===== src/rtl/pipeline_pkg.sv =====
// -----------------------------------------------------------------------------
// pipeline_pkg
// Shared definitions for the pipeline sink block:
//   - default widths / depth used as parameter defaults
//   - sample-cycle classification used by the sink control logic
//   - statistics counter indices
//   - sat_inc(): width-generic saturating increment used by every counter
// -----------------------------------------------------------------------------
package pipeline_pkg;

    localparam int DATA_W_DEF = 32;
    localparam int DEPTH_DEF  = 8;
    localparam int CNT_W_DEF  = 16;

    // What the sink does with the last pipeline stage in the current cycle.
    typedef enum logic [1:0] {
        SAMPLE_IDLE  = 2'd0,   // sample cycle, nothing valid
        SAMPLE_PUSH  = 2'd1,   // sample cycle, word captured
        SAMPLE_FLUSH = 2'd2,   // sample cycle, flush marker seen
        SAMPLE_STALL = 2'd3    // not a sample cycle, pipe_* ignored
    } sample_op_e;

    localparam int CNT_ACCEPT = 0;
    localparam int CNT_FLUSH  = 1;
    localparam int CNT_STALL  = 2;
    localparam int NUM_CNT    = 3;

    // Saturating increment for a counter of 'width' bits carried in 64 bits.
    // Callers cast the result back to their own counter width.
    function automatic logic [63:0] sat_inc(input logic [63:0] value,
                                            input int unsigned width);
        logic [63:0] max_val;
        max_val = (width >= 64) ? {64{1'b1}} : ((64'd1 << width) - 64'd1);
        return (value >= max_val) ? max_val : value + 64'd1;
    endfunction

endpackage


===== src/rtl/sync_fifo.sv =====
// -----------------------------------------------------------------------------
// sync_fifo
// Single-clock FIFO with zero-latency head read (rd_data always shows the
// entry at the read pointer) and a synchronous clear that empties it.
// Ports:
//   clk, reset          clock, synchronous active-high reset
//   push, wr_data       write wr_data when not full
//   pop                 drop the head entry when not empty
//   clear               empty the FIFO; wins over push and pop
//   rd_data             head entry (raw storage, not qualified by level)
//   level               occupancy, 0..DEPTH
// DEPTH must be a power of two so the pointers wrap by natural overflow.
// -----------------------------------------------------------------------------
module sync_fifo #(
    parameter int DATA_W = 32,
    parameter int DEPTH  = 8,
    localparam int AW    = $clog2(DEPTH),
    localparam int LVL_W = AW + 1
) (
    input  logic              clk,
    input  logic              reset,
    input  logic              push,
    input  logic              pop,
    input  logic              clear,
    input  logic [DATA_W-1:0] wr_data,
    output logic [DATA_W-1:0] rd_data,
    output logic [LVL_W-1:0]  level
);

    logic [DATA_W-1:0] mem_q [DEPTH];

    logic [AW-1:0]    wr_ptr_q, wr_ptr_d;
    logic [AW-1:0]    rd_ptr_q, rd_ptr_d;
    logic [LVL_W-1:0] level_q, level_d;

    logic do_push;
    logic do_pop;

    // Guard against overflow/underflow locally so level stays in 0..DEPTH
    // no matter what the requester does.
    assign do_push = push && (level_q != LVL_W'(DEPTH)) && !clear;
    assign do_pop  = pop  && (level_q != '0)            && !clear;

    always_comb begin
        wr_ptr_d = wr_ptr_q;
        rd_ptr_d = rd_ptr_q;
        level_d  = level_q;
        if (clear) begin
            wr_ptr_d = '0;
            rd_ptr_d = '0;
            level_d  = '0;
        end else begin
            if (do_push) begin
                wr_ptr_d = wr_ptr_q + AW'(1);
            end
            if (do_pop) begin
                rd_ptr_d = rd_ptr_q + AW'(1);
            end
            case ({do_push, do_pop})
                2'b10:   level_d = level_q + LVL_W'(1);
                2'b01:   level_d = level_q - LVL_W'(1);
                default: level_d = level_q;
            endcase
        end
    end

    always_ff @(posedge clk) begin
        if (reset) begin
            wr_ptr_q <= '0;
            rd_ptr_q <= '0;
            level_q  <= '0;
        end else begin
            wr_ptr_q <= wr_ptr_d;
            rd_ptr_q <= rd_ptr_d;
            level_q  <= level_d;
        end
    end

    // Storage carries no reset; the level counter decides what is valid.
    always_ff @(posedge clk) begin
        if (do_push && !reset) begin
            mem_q[wr_ptr_q] <= wr_data;
        end
    end

    assign rd_data = mem_q[rd_ptr_q];
    assign level   = level_q;

endmodule


===== src/rtl/pipeline_sink.sv =====
// -----------------------------------------------------------------------------
// pipeline_sink
// Terminates a stalling pipeline: captures words from the last stage into a
// FIFO, drains them over a valid/ready port, broadcasts a global stall when
// the FIFO is full (or on external request) and keeps saturating statistics.
// Ports:
//   clk, reset                    clock, synchronous active-high reset
//   pipe_data/valid/flush         last pipeline stage
//   ext_stall                     external stall request
//   global_stall                  combinational stall broadcast
//   m_data/m_valid/m_ready        drain port (m_data is 0 when empty)
//   level                         FIFO occupancy
//   accept_cnt/flush_cnt/stall_cnt saturating statistics counters
// -----------------------------------------------------------------------------
module pipeline_sink
    import pipeline_pkg::*;
#(
    parameter int DATA_W = DATA_W_DEF,
    parameter int DEPTH  = DEPTH_DEF,
    parameter int CNT_W  = CNT_W_DEF,
    localparam int LVL_W = $clog2(DEPTH) + 1
) (
    input  logic              clk,
    input  logic              reset,
    input  logic [DATA_W-1:0] pipe_data,
    input  logic              pipe_valid,
    input  logic              pipe_flush,
    input  logic              ext_stall,
    output logic              global_stall,
    output logic [DATA_W-1:0] m_data,
    output logic              m_valid,
    input  logic              m_ready,
    output logic [LVL_W-1:0]  level,
    output logic [CNT_W-1:0]  accept_cnt,
    output logic [CNT_W-1:0]  flush_cnt,
    output logic [CNT_W-1:0]  stall_cnt
);

    logic [LVL_W-1:0]  fifo_level;
    logic [DATA_W-1:0] fifo_rd_data;
    logic              fifo_push;
    logic              fifo_pop;
    logic              fifo_clear;
    logic              fifo_full;
    sample_op_e        sample_op;
    logic [NUM_CNT-1:0] cnt_inc;

    sync_fifo #(
        .DATA_W (DATA_W),
        .DEPTH  (DEPTH)
    ) u_fifo (
        .clk     (clk),
        .reset   (reset),
        .push    (fifo_push),
        .pop     (fifo_pop),
        .clear   (fifo_clear),
        .wr_data (pipe_data),
        .rd_data (fifo_rd_data),
        .level   (fifo_level)
    );

    // Full is taken from the registered level, so a pop in this cycle does
    // not release the stall until the next cycle. That keeps a held word from
    // being captured in the same cycle the consumer frees a slot.
    assign fifo_full    = (fifo_level == LVL_W'(DEPTH));
    assign global_stall = fifo_full || ext_stall;

    always_comb begin
        sample_op = SAMPLE_IDLE;
        if (global_stall) begin
            sample_op = SAMPLE_STALL;
        end else if (pipe_flush) begin
            sample_op = SAMPLE_FLUSH;
        end else if (pipe_valid) begin
            sample_op = SAMPLE_PUSH;
        end
    end

    assign m_valid    = (fifo_level != '0);
    assign m_data     = m_valid ? fifo_rd_data : '0;
    // A pop coinciding with a flush is still handed to the consumer; the
    // clear then empties whatever remains.
    assign fifo_pop   = m_valid && m_ready;
    assign fifo_push  = (sample_op == SAMPLE_PUSH);
    assign fifo_clear = (sample_op == SAMPLE_FLUSH);

    always_comb begin
        cnt_inc             = '0;
        cnt_inc[CNT_ACCEPT] = (sample_op == SAMPLE_PUSH);
        cnt_inc[CNT_FLUSH]  = (sample_op == SAMPLE_FLUSH);
        cnt_inc[CNT_STALL]  = global_stall;
    end

    // One saturating counter per statistic.
    for (genvar gi = 0; gi < NUM_CNT; gi++) begin : g_cnt
        logic [CNT_W-1:0] cnt_q;
        logic [CNT_W-1:0] cnt_d;

        always_comb begin
            cnt_d = cnt_q;
            if (cnt_inc[gi]) begin
                cnt_d = CNT_W'(sat_inc(64'(cnt_q), CNT_W));
            end
        end

        always_ff @(posedge clk) begin
            if (reset) begin
                cnt_q <= '0;
            end else begin
                cnt_q <= cnt_d;
            end
        end
    end

    assign accept_cnt = g_cnt[CNT_ACCEPT].cnt_q;
    assign flush_cnt  = g_cnt[CNT_FLUSH].cnt_q;
    assign stall_cnt  = g_cnt[CNT_STALL].cnt_q;
    assign level      = fifo_level;

endmodule


===== config.mk =====
export PLATFORM = sky130hd
export DESIGN_NAME = pipeline_sink
export DESIGN_NICKNAME = d
export VERILOG_FILES = /design/src/rtl/pipeline_pkg.sv /design/src/rtl/sync_fifo.sv /design/src/rtl/pipeline_sink.sv
export SDC_FILE = /design/constraint.sdc
export NUM_CORES = 1
export LEC_CHECK = 0
export ABC_AREA = 0
export CAP_MARGIN = 25
export CORE_ASPECT_RATIO = 1.4
export CORE_UTILIZATION = 55
export DETAILED_ROUTE_END_ITERATION = 10
export PLACE_DENSITY = 0.87
export RECOVER_POWER = 25
export REMOVE_ABC_BUFFERS = 1
export SKIP_LAST_GASP = 1
export SLEW_MARGIN = 20
export SYNTH_ARGS = -nofsm -noshare
export SYNTH_HDL_FRONTEND = slang
export SYNTH_SLANG_ARGS = --single-unit

===== constraint.sdc =====
create_clock -name clk -period 10.5 [get_ports clk]
set_input_delay 2.625 -clock clk [delete_from_list [all_inputs] [get_ports clk]]
set_output_delay 2.625 -clock clk [all_outputs]
set_load 0.01 [all_outputs]

==> impl_metrics.tcl <==
set metrics [dict create \
    ctsLongestPathBuffers 3 \
    synth-main-ff-cell "edfxtp_1" \
    syn-cell-area_um2 12800 \
    antenna_left 0 \
    antenna_found_initial 2 \
    numCtsBuffers 28 \
    num_vias 7503 \
    synth_warnings 0 \
    period_needed_ns 7.24 \
    ys_ff_latch 317 \
    power_leakage_nw 4.70 \
    first_global_vias 7476 \
    overflow 0 \
    clkSinkCount 317 \
    gp_congestion 0.837 \
    synthArstFlopShare_pct 0 \
    viasPerCell 6.11 \
    cts_tree "built" \
    fin_nets 950 \
    area_delta_synth_final_pct 20.5 \
    fmax_mhz 138 \
    insertion_delay_ns 0.54 \
    cts_max_level 1 \
    synth_most_common_cell "edfxtp_1" \
    dr.pass1.iters 5 \
    setup.worst_path.end_class "output port" \
    worstPathRequired_ns 7.88 \
    grt_pass1_wl_um 42800 \
    drc_errors 0 \
    dp_slack_ns 3.30 \
    synth_area_leaders "edfxtp_1 (60%), mux4_2 (11%), dfxtp_1 (9.5%), mux2i_1 (3.0%), nor2_1 (1.7%)" \
    ir_drop_v 0.000123 \
    avgSynthCellArea_um2 16.6 \
    max_slew_margin_pct 39.4 \
    n_fill_cell 1445 \
    synthCells 772 \
    cts-hold-fix-buffers 0 \
    finalWirelength_um 28700 \
    dp_cells 1173 \
    period_share_pct 69.0 \
    gr-usage-all-layers_pct 23.7 \
    cp_max_fo 18 \
    io_buffers 123 \
    yosys.area.top_type "edfxtp_1" \
    slew_violations 0 \
    core_um2 22700 \
    wl_per_cell_um 23.4 \
    synth-edff-count 256 \
    io_pins 124 \
    finalSetupTns_ns 0 \
    fin_ws_ns 3.26 \
    cts_setup_buffers 0 \
    dp_hpwl_um 16100 \
    grt_max_degree 65 \
    stdcell_count 1227 \
    die_area_um2 24000 \
    power_density_nw_per_um2 157 \
    regArea_um2 8910 \
    cap_violations 0 \
    die_w_um 131 \
    netlist_top_cells_count "edfxtp_1 (256), mux4_2 (64), dfxtp_1 (61)" \
    cp_data_arrival_time_ns 4.62 \
    tightest_slew_ns 0.909 \
    start_kind "input pin" \
    crit_type "in2out" \
    cts_root_buffer "clkbuf_16" \
    drive_gt1_share_pct 15.8 \
    synthDistinctLibCells 57 \
    clock_skew_ns 0.0204 \
    synth_top_cell_area_share_pct 59.9 \
    fp-row-count 65 \
    cts_resized 0 \
    status "completed" \
    setup_viol 0 \
    yosysSeqAreaShare_pct 69.4 \
    hold_viol 0 \
    cts.clk_slew.worst_paths_ns 0.06 \
    drt_iter0_markers 544 \
    initial_core_util_pct 56.6 \
    rsz0062_at_grt "no" \
    min_path_type "reg2reg" \
    die_h_um 183 \
    multi_input_area_um2 3770 \
]
-- cell families (layout without fill, tap and decap cells) --
kind of cell               Yosys count  in the layout  share of synthesized area, %
adders and majority gates            9              9                         0.936
DFF                                317            317                          69.4
AOI/OAI and AO/OA                   76             76                          3.88
xor gates and xnor gates            27             27                          1.84
other                                0              2                             0
buffers and inverters               52            204                          1.80
and+or+nand+nor                    189            189                          7.97
muxes                              102            102                          14.2
-- worst paths after layout --
path / to / startpoint / slack, ns / cells past startpoint
setup / recovery: global_stall / ext_stall / 3.26 / 4
hold / removal: flip-flop / u_fifo.rd_ptr_q[1]$_SDFFE_PP0P_ / 0.49 / 2
setup reg to reg: u_fifo.level[3]$_SDFFE_PP0P_ / u_fifo.level[0]$_SDFFE_PP0P_ / 7.56 / 9
hold reg to reg: flip-flop / u_fifo.rd_ptr_q[1]$_SDFFE_PP0P_ / 0.49 / 2
-- metrics by stage --
stage          area (um2)  total power [W]  util [%]  hold WS, ns
2_1_floorplan       12700          0.00144         -        0.459
4_1_cts             15400          0.00244      68.1        0.490
3_5_place_dp        14600          0.00149      64.3        0.481
3_3_place_gp        14400          0.00149      63.5        0.464
6_report            15500          0.00242      68.2        0.489
5_1_grt             15500          0.00249      68.2        0.512
-- flip-flops by register name (all words and copies together), names as in the netlist, named ones only --
signal           flops
u_fifo.mem_q       256
accept_cnt          16
flush_cnt           16
stall_cnt           16
u_fifo.level         4
u_fifo.rd_ptr_q      3
u_fifo.wr_ptr_q      3
-- area by class of cell --
type                            count  area share [%]
Timing Repair Buffer              139            9.73
Tap cell                          301            2.43
Clock buffer                       38            4.91
Sequential cell                   317            57.6
Clock inverter                     13           0.558
Multi-Input combinational cell    403            24.4
Antenna cell                        2          0.0323
Inverter                           14           0.348
-- cells in the final DEF, fill, tap and decap left out, drive strengths merged, types with 5 or more instances in the layout --
| master | count |
|---|---|
| edfxtp | 256 |
| clkdlybuf4s50 | 101 |
| mux4 | 64 |
| dfxtp | 61 |
| nor2 | 61 |
| mux2i | 38 |
| clkbuf | 38 |
| a21oi | 30 |
| nand2 | 21 |
| dlygate4sd3 | 21 |
| nand3 | 20 |
| buf | 17 |
| nor4 | 16 |
| nor3 | 14 |
| xnor2 | 14 |
| xor2 | 13 |
| inv | 13 |
| clkinv | 11 |
| nand4 | 10 |
| a31oi | 10 |
| o21ai | 9 |
| ha | 8 |
| or4 | 7 |
| and4 | 7 |
| and3 | 7 |
| nor2b | 5 |
| a311oi | 5 |
-- routing by layer --
| metal | up-vias | wire length [um] | track usage (%) |
|---|---|---|---|
| met1 | 3780 | 10900 | 27.9 |
| met2 | 313 | 15200 | 43.2 |
| met4 | 2 | 795 | 8.28 |
| li1 | 3349 | - | - |
| met5 | - | 8 | 0 |
| met3 | 59 | 1780 | 4.70 |
-- worst max-delay path, stage by stage --
cell,delay (ns)
clkdlybuf4s50_1,0.74
nor2_1,0.48
clkinv_2,0.24
clkdlybuf4s50_1,0.53
-- where the power goes --
group          total (W)  internal (W)  leakage [nW]  switching [W]
clock           0.000956      0.000529         0.408       0.000426
combinational   0.000100     0.0000473          1.50      0.0000531
sequential       0.00137       0.00136          2.80     0.00000579
(Power assumes the default switching activity.)
